<file path="config.mk">
export PLATFORM = sky130hd
export DESIGN_NAME = fb_fill_engine
export DESIGN_NICKNAME = d
export VERILOG_FILES = /design/src/rtl/fb_fill_engine.sv
export SDC_FILE = /design/constraint.sdc
export NUM_CORES = 1
export LEC_CHECK = 0
export ABC_AREA = 0
export BUFFER_PORTS_ARGS = -buffer_cell sky130_fd_sc_hd__buf_2
export CORE_MARGIN = 2
export CORE_UTILIZATION = 25
export DETAILED_ROUTE_END_ITERATION = 6
export GPL_TIMING_DRIVEN = 0
export HOLD_SLACK_MARGIN = 0.03
export PLACE_DENSITY_LB_ADDON = 0.1
export SLEW_MARGIN = 30
export SYNTH_ARGS = -nofsm -noshare
export SYNTH_HDL_FRONTEND = slang
export SYNTH_SLANG_ARGS = --single-unit
</file>
<file path="constraint.sdc">
create_clock -name clk_i -period 9.2 [get_ports clk_i]
set_clock_uncertainty 0.15 [all_clocks]
set_input_delay 0.46 -clock clk_i [delete_from_list [all_inputs] [get_ports clk_i]]
set_output_delay 0.46 -clock clk_i [all_outputs]
set_load 0.005 [all_outputs]
</file>
<file path="src/rtl/fb_fill_engine.sv">
// fb_fill_engine: rectangle fill engine and framebuffer write-port arbiter.
// CPU accesses own the port; engine byte-masked fills use idle cycles.
module fb_fill_engine #(
    parameter int STRIDE_W = 12,
    parameter int BASE_W   = 19
) (
    input  logic                clk_i,
    input  logic                rst_i,
    input  logic                cpu_en,
    input  logic [19:0]         cpu_addr,
    input  logic [7:0]          cpu_we,
    input  logic [63:0]         cpu_wrdata,
    output logic                fb_en,
    output logic [19:0]         fb_addr,
    output logic [7:0]          fb_we,
    output logic [63:0]         fb_wrdata,
    input  logic [BASE_W-1:0]   cfg_base,
    input  logic [STRIDE_W-1:0] cfg_stride,
    input  logic [STRIDE_W-1:0] cfg_x,
    input  logic [STRIDE_W-1:0] cfg_y,
    input  logic [STRIDE_W-1:0] cfg_w,
    input  logic [STRIDE_W-1:0] cfg_h,
    input  logic [7:0]          cfg_colour,
    input  logic                start,
    input  logic                abort,
    output logic                busy,
    output logic                done,
    output logic                eng_stall
);

    typedef enum logic [2:0] {
        IDLE,
        SETUP,
        ROW,
        WRITE,
        DONE
    } state_t;

    state_t state, state_n;

    logic [BASE_W-1:0]     base_q;
    logic [STRIDE_W-1:0]   stride_q;
    logic [STRIDE_W-1:0]   x_q;
    logic [STRIDE_W-1:0]   y_q;
    logic [STRIDE_W-1:0]   w_q;
    logic [STRIDE_W-1:0]   h_q;
    logic [7:0]            colour_q;

    logic [BASE_W-1:0]     row_addr;
    logic [BASE_W-1:0]     cur;
    logic [STRIDE_W-1:0]   rem;
    logic [STRIDE_W-1:0]   rows_left;

    logic [2*STRIDE_W-1:0] prod;
    logic [BASE_W-1:0]     row_calc;
    logic [2:0]            lo;
    logic [3:0]            room;
    logic [3:0]            n;
    logic [15:0]           mask_w;
    logic [7:0]            mask;
    logic                  last;
    logic                  eng_issue;

    // Per-word geometry: bytes left in this 8-byte word vs. bytes left in row
    always_comb begin
        prod     = y_q * stride_q;
        row_calc = base_q + prod[BASE_W-1:0] + BASE_W'(x_q);
        lo       = cur[2:0];
        room     = 4'd8 - {1'b0, lo};
        last     = (rem <= STRIDE_W'(room));
        n        = last ? rem[3:0] : room;
        mask_w   = ((16'd1 << n) - 16'd1) << lo;
        mask     = mask_w[7:0];
    end

    // Engine write happens only on a free port and never in abort/reset cycles
    always_comb begin
        eng_issue = (state == WRITE) && !cpu_en && !abort && !rst_i;
        eng_stall = (state == WRITE) && cpu_en;
        busy      = (state != IDLE);
        done      = (state == DONE) && !abort;
    end

    // Port arbiter: CPU passes through untouched, engine fills otherwise
    always_comb begin
        fb_en     = 1'b0;
        fb_addr   = cpu_addr;
        fb_we     = 8'h00;
        fb_wrdata = cpu_wrdata;
        if (cpu_en) begin
            fb_en     = 1'b1;
            fb_we     = cpu_we;
        end else if (eng_issue) begin
            fb_en     = 1'b1;
            fb_addr   = {1'b1, cur[BASE_W-1:3], 3'b000};
            fb_we     = mask;
            fb_wrdata = {8{colour_q}};
        end
    end

    // State register
    always_ff @(posedge clk_i) begin
        if (rst_i) begin
            state <= IDLE;
        end else begin
            state <= state_n;
        end
    end

    // Next-state logic; abort overrides everything
    always_comb begin
        state_n = state;
        unique case (state)
            IDLE: begin
                if (start) begin
                    state_n = SETUP;
                end
            end
            SETUP: begin
                if (w_q == '0 || h_q == '0) begin
                    state_n = DONE;
                end else begin
                    state_n = ROW;
                end
            end
            ROW: begin
                state_n = WRITE;
            end
            WRITE: begin
                if (eng_issue && last) begin
                    if (rows_left == STRIDE_W'(1)) begin
                        state_n = DONE;
                    end else begin
                        state_n = ROW;
                    end
                end
            end
            DONE: begin
                state_n = IDLE;
            end
            default: begin
                state_n = IDLE;
            end
        endcase
        if (abort) begin
            state_n = IDLE;
        end
    end

    // Datapath: latch config, walk rows and words
    always_ff @(posedge clk_i) begin
        if (rst_i) begin
            base_q    <= '0;
            stride_q  <= '0;
            x_q       <= '0;
            y_q       <= '0;
            w_q       <= '0;
            h_q       <= '0;
            colour_q  <= '0;
            row_addr  <= '0;
            cur       <= '0;
            rem       <= '0;
            rows_left <= '0;
        end else begin
            unique case (state)
                IDLE: begin
                    if (start && !abort) begin
                        base_q   <= cfg_base;
                        stride_q <= cfg_stride;
                        x_q      <= cfg_x;
                        y_q      <= cfg_y;
                        w_q      <= cfg_w;
                        h_q      <= cfg_h;
                        colour_q <= cfg_colour;
                    end
                end
                SETUP: begin
                    row_addr  <= row_calc;
                    rows_left <= h_q;
                end
                ROW: begin
                    cur <= row_addr;
                    rem <= w_q;
                end
                WRITE: begin
                    if (eng_issue) begin
                        cur <= cur + BASE_W'(n);
                        rem <= rem - STRIDE_W'(n);
                        if (last) begin
                            rows_left <= rows_left - STRIDE_W'(1);
                            if (rows_left != STRIDE_W'(1)) begin
                                row_addr <= row_addr + BASE_W'(stride_q);
                            end
                        end
                    end
                end
                default: begin
                end
            endcase
        end
    end

endmodule
</file>
# --- Word level (Yosys, flattened, before mapping) ---
# Cells that the tools add are included.
# Widths: inputs -> output; s select.
totals:
  word_cells: 83
  input_bits: 184
  output_inout_bits: 96
  reg_bits: 152
op_classes:
  n_shift: 2
  eq_ne: 11
  n_lt_le_gt_ge: 1
  n_reduce_logical: 23
  n_mux: 25
  mul: 1
  add_sub_neg: 8
op_table:
  columns: ["operator", "count"]
  rows:
  - ["$mux 64", 2]
  - ["$mux 19", 4]
  - ["$pmux 19 s2", 2]
  - ["$pmux 12 s2", 2]
  - ["$mux 20", 2]
  - ["$add 19x12->19", 2]
  - ["$mux 12", 3]
  - ["$logic_not 12->1", 2]
  - ["$add 19x19->19", 1]
  - ["$add 19x4->19", 1]
  - ["$mul 12x12->19", 1]
  - ["$mux 8", 2]
  - ["$shl 1x4->16 const A", 1]
  - ["$shl 16x3->8", 1]
  - ["$sub 16x1->16 const B", 1]
  - ["$eq 12x1->1 const B", 1]
  - ["$le 12x4->1", 1]
  - ["$mux 3", 4]
  - ["$ne 12x1->1 const B", 1]
  - ["$pmux 3 s4", 1]
  - ["$sub 12x1->12 const B", 1]
  - ["$sub 12x4->12", 1]
  - ["$logic_and 1x1->1", 7]
  - ["$eq 3x2->1 const B", 2]
  - ["other kinds (16)", 25]

# --- Longest topological paths before layout ---
depth:
  word_depth: 8
  ltp_mapped: 23
  mapped_depth_nobuf: 22

# --- Least setup slack after synthesis ---
# Ideal clock, no wire load.
synth_path:
  path_kind: "reg2reg"
  start: "register stride_q[2]"
  end: "register row_addr[17]"
  arrival_time_ps: 5952
  setup_ps: 86
  period_less_slack_ps: 6188
  slack_ps: 3012
  path_stages_with_launch: 24
  t_required_ps: 8964
  n_path_buf: 1
  cell_sequence: "dfxtp_1 -> clkbuf_1 -> and2_1 -> fa_1 -> inv_1 -> fa_1 -> inv_1 -> fa_1 -> inv_1 -> fa_1 -> inv_1 -> fa_1 -> inv_1 -> fa_1 -> inv_1 -> ha_1 -> o21ai_0 -> a21oi_1 -> a2111oi_0 -> o41ai_1 -> a2111oi_0 -> a41o_1 -> o21ai_0 -> a211oi_1"
synth_between:
  elab_chain_cells: 5
  elab_cells_between_ends: 8
  classes_between: "3 x add/sub; 1 x mul; 4 x mux"
synth_lines:
  columns: ["element", "line_no", "source"]
  rows:
  - ["start, declared", "42", "logic [STRIDE_W-1:0] stride_q;"]
  - ["start signal, assigned", "169", "stride_q <= cfg_stride;"]
  - ["branches (longest 4 deep; another with $mul 12x12->19)", null, null]
  - ["$pmux 19 s2 *", "165", "unique case (state)"]
  - ["end signal, assigned", "178", "row_addr <= row_calc;"]
  - ["end signal, assigned", "192", "row_addr <= row_addr + BASE_W'(stride_q);"]
  - ["end, declared", "49", "logic [BASE_W-1:0] row_addr;"]
# Every way passes the cells marked *. The select of a mux whose other input is x is not followed.
# A chain may end at the register's enable or synchronous reset.

# --- Worst setup path in the final report ---
layout_path:
  start: "register stride_q[1]"
  end: "register row_addr[17]"
# Same word-level chain as after synthesis.

==> reports/results.tsv <==
stage	metric	value	unit
global_route	grt_use_met3	0.0330	
final_layout	regArea	3040	sq um
global_route	grt.busiest_layer	met2	
logic_synthesis	syn_nets	2186	
worst_hold_path	hp-start	cfg_base[0]	
sta	setup_tns	0	ns
final_layout	drive_gt1_frac	0.154	
clock_tree	clockBufferDepth	2	
placed_design	finalWeightedCongestion	0.898	
final_layout	fill_cells	6014	
sta	tightest_slew	1.02	ns
global_route	grt_pass1_wl	85900	microns
final_layout	final_core_util	0.314	
placed_design	dp_hpwl	45400	microns
global_route	grt_util_met1	0.255	
route	drc_errors	0	
clock_tree	cts_root_buf	clkbuf_16	
route	routed-via-count	13800	
route	dr.pass1.iters	7	
final_layout	stdcell_area	17300	sq um
sta	finalHoldViolCount	0	
clock_tree	cts_tree	done	
final_layout	layout.cells.most_common_list	357 x nand2_1, 279 x buf_2, 183 x inv_1, 152 x dfxtp_1, 151 x a21oi_1	
logic_synthesis	synthTopCellsByArea	dfxtp_1 22%, fa_1 17%, nand2_1 9.7%	
worst_hold_path	holdPathStages	3	
clock_tree	clk_pin_slew_worst_paths	0.07	ns
final_layout	final_cells	2902	
run	max_cap_viol_count	0	
sta	post-route-period-util	0.805	
outcome	status	finished, final reports clean	
route	finalWirelength	56300	microns
route	drtIter0Drc	760	
logic_synthesis	synth_seq_cells	152	
power	power.density	111	nW/um^2
logic_synthesis	syn_area	13900	sq um
route	wire_per_inst	19.4	microns
final_layout	multi_input_area	9680	sq um
logic_synthesis	synthArstFlopShare	0	
power	finalPower	1920	uW
logic_synthesis	synth-xor-area-share	0.0234	
route	ant_nets	0	
power	cellLeakagePower	0.00785	uW
sta	max_freq	0.135	GHz
logic_synthesis	synth-edff-count	0	
final_layout	area_growth	24.5	%
sta	rsz0062_at_grt	false	
setup_path	cp_max_fo	10	
logic_synthesis	yosys.area_share.simple	0.215	
logic_synthesis	seq_area_frac_synth	0.220	
setup_path	worstPathRequired	9.45	ns
setup_path	crit_type	reg2reg	
die	io_pins	280	
worst_hold_path	hp-class	in2reg	
logic_synthesis	synthFlopType	dfxtp_1	
logic_synthesis	yosys.area.top_type_share	0.220	
logic_synthesis	synth.distinct_cells	75	
setup_path	r2r.worst_path.cells	21	
sta	relSlewSlack	0.323	
route	vias_per_cell	4.76	
global_route	grt_overflow_total	0	
setup_path	endpoint_kind	flop	
global_route	grt_pass1_vias	14200	
sta	slew_viol_final	0	
placed_design	dpl-instance-area	16200	sq um
sta	fin_crit	7.41	ns
die	rows	86	
setup_path	critPathLaunchType	flop	
logic_synthesis	synth-warning-count	0	
logic_synthesis	synth_cells	1797	
clock_tree	clk_latency	0.49	ns
power	ir_drop	0.145	mV
logic_synthesis	synth_top_family_by_area	adder cells	
global_route	grt_antenna_before_repair	8	
setup_path	critPathArrivalTime	7.66	ns
global_route	grt_usage	0.201	
logic_synthesis	synthAdderAreaFrac	0.250	
clock_tree	cts_buffers	17	
logic_synthesis	muxShareOfSynthArea	0.00749	
die	die_w	239	microns
global_route	use_met2	0.345	
placed_design	numPortBuffers	278	
die	dieArea	57300	sq um
global_route	grt_max_degree	17	
logic_synthesis	synth_top_area_cell	dfxtp_1	
logic_synthesis	synth_compound_area_frac	0.203	
final_layout	layout_commonest_cell	nand2_1	
die	initial_utilization	0.252	
clock_tree	post_cts_buffers	0	
clock_tree	h-tree-depth	4	
logic_synthesis	avgSynthCellArea	7.71	sq um
die	die_h	239	microns
die	core	55000	sq um
setup_path	reg2reg_from	stride_q[1]$_SDFFE_PP0P_	
clock_tree	tritoncts_num_sinks	152	
placed_design	dp.cells	2824	
setup_path	worstSetupStartpoint	stride_q[1]$_SDFFE_PP0P_	
final_layout	nNetsFinal	2527	
sta	setup_viol	0	
[cell families after synthesis]
group / Yosys count
and+or+nand+nor: 659
AOI/OAI and AO/OA: 434
buffers and inverters: 300
adders and majority gates: 205
DFF: 152
xor gates and xnor gates: 37
muxes: 10
[layer usage]
| metal | vias to the layer above | wire length, microns |
|---|---|---|
| met5 | - | 38 |
| li1 | 6658 | - |
| met4 | 6 | 1470 |
| met2 | 433 | 27000 |
| met1 | 6659 | 25000 |
| met3 | 64 | 2790 |
[cell type report]
type / instances / share of cell area
Antenna cell: 3 / 0.000435
Buffer: 116 / 0.0260
Clock buffer: 19 / 0.0257
Clock inverter: 13 / 0.00986
Inverter: 184 / 0.0400
Multi-Input combinational cell: 1345 / 0.561
Sequential cell: 152 / 0.176
Tap cell: 748 / 0.0543
Timing Repair Buffer: 322 / 0.106
[metrics by stage]
step                      worst slack (ns)  hold slack, ns
after global placement                1.90           0.293
after global routing                  1.49          0.0635
final                                 1.79          0.0657
after CTS                             1.83          0.0304
after detailed placement              1.88           0.295
after floorplan                       3.01           0.282
[cell usage after synthesis (all sizes together) (7+ instances only)]
master,instances
a211oi,25
o21a,8
nand2,360
nor3,36
nor4,13
o22ai,12
buf,9
o21ai,62
o211ai,7
a21oi,153
a31oi,7
a22o,9
a311oi,8
dfxtp,152
fa,120
a22oi,10
xor2,8
a21o,82
xnor2,29
and2,92
nand2b,10
clkbuf,107
ha,85
inv,184
o31ai,8
nand3,26
nor2,87
mux2i,7
[worst paths after layout]
kind | to | slack [ns]
min | base_q[0]$_SDFFE_PP0P_ | 0.07
max | row_addr[17]$_SDFFE_PP0P_ | 1.79
max reg2reg | row_addr[17]$_SDFFE_PP0P_ | 1.79
min reg2reg | colour_q[2]$_SDFFE_PP0P_ | 0.30
[registers in the layout (all words and copies together) (netlist names)]
signal / flops
cur: 19
row_addr: 19
y_q: 12
rem: 12
h_q: 12
base_q: 19
rows_left: 12
w_q: 12
stride_q: 12
colour_q: 8
x_q: 12
state: 3
[power breakdown]
| group | switching, uW | internal [uW] | total, uW |
|---|---|---|---|
| Clock | 342 | 437 | 779 |
| Sequential | 31.3 | 685 | 716 |
| Combinational | 246 | 180 | 426 |
[critical path, stage by stage (launching register included)]
cell	delay [ns]
dfxtp_1	0.56
clkbuf_1	0.65
and2_1	0.25
fa_1	0.45
inv_1	0.10
fa_1	0.41
inv_1	0.09
fa_1	0.43
ha_1	0.33
fa_1	0.59
inv_1	0.07
fa_1	0.50
inv_1	0.05
ha_1	0.33
o21ai_0	0.23
a21oi_1	0.14
a2111oi_0	0.74
o41ai_1	0.31
a2111oi_0	0.45
a41o_1	0.14
o21ai_0	0.08
a211oi_1	0.25
[repair_timing]
item                                   4_1_cts  5_1_grt
resized for setup                            0        0
hold buffers                                43        0
endpoints found under the hold margin       43        0
Power figures use the tool's default switching activity.
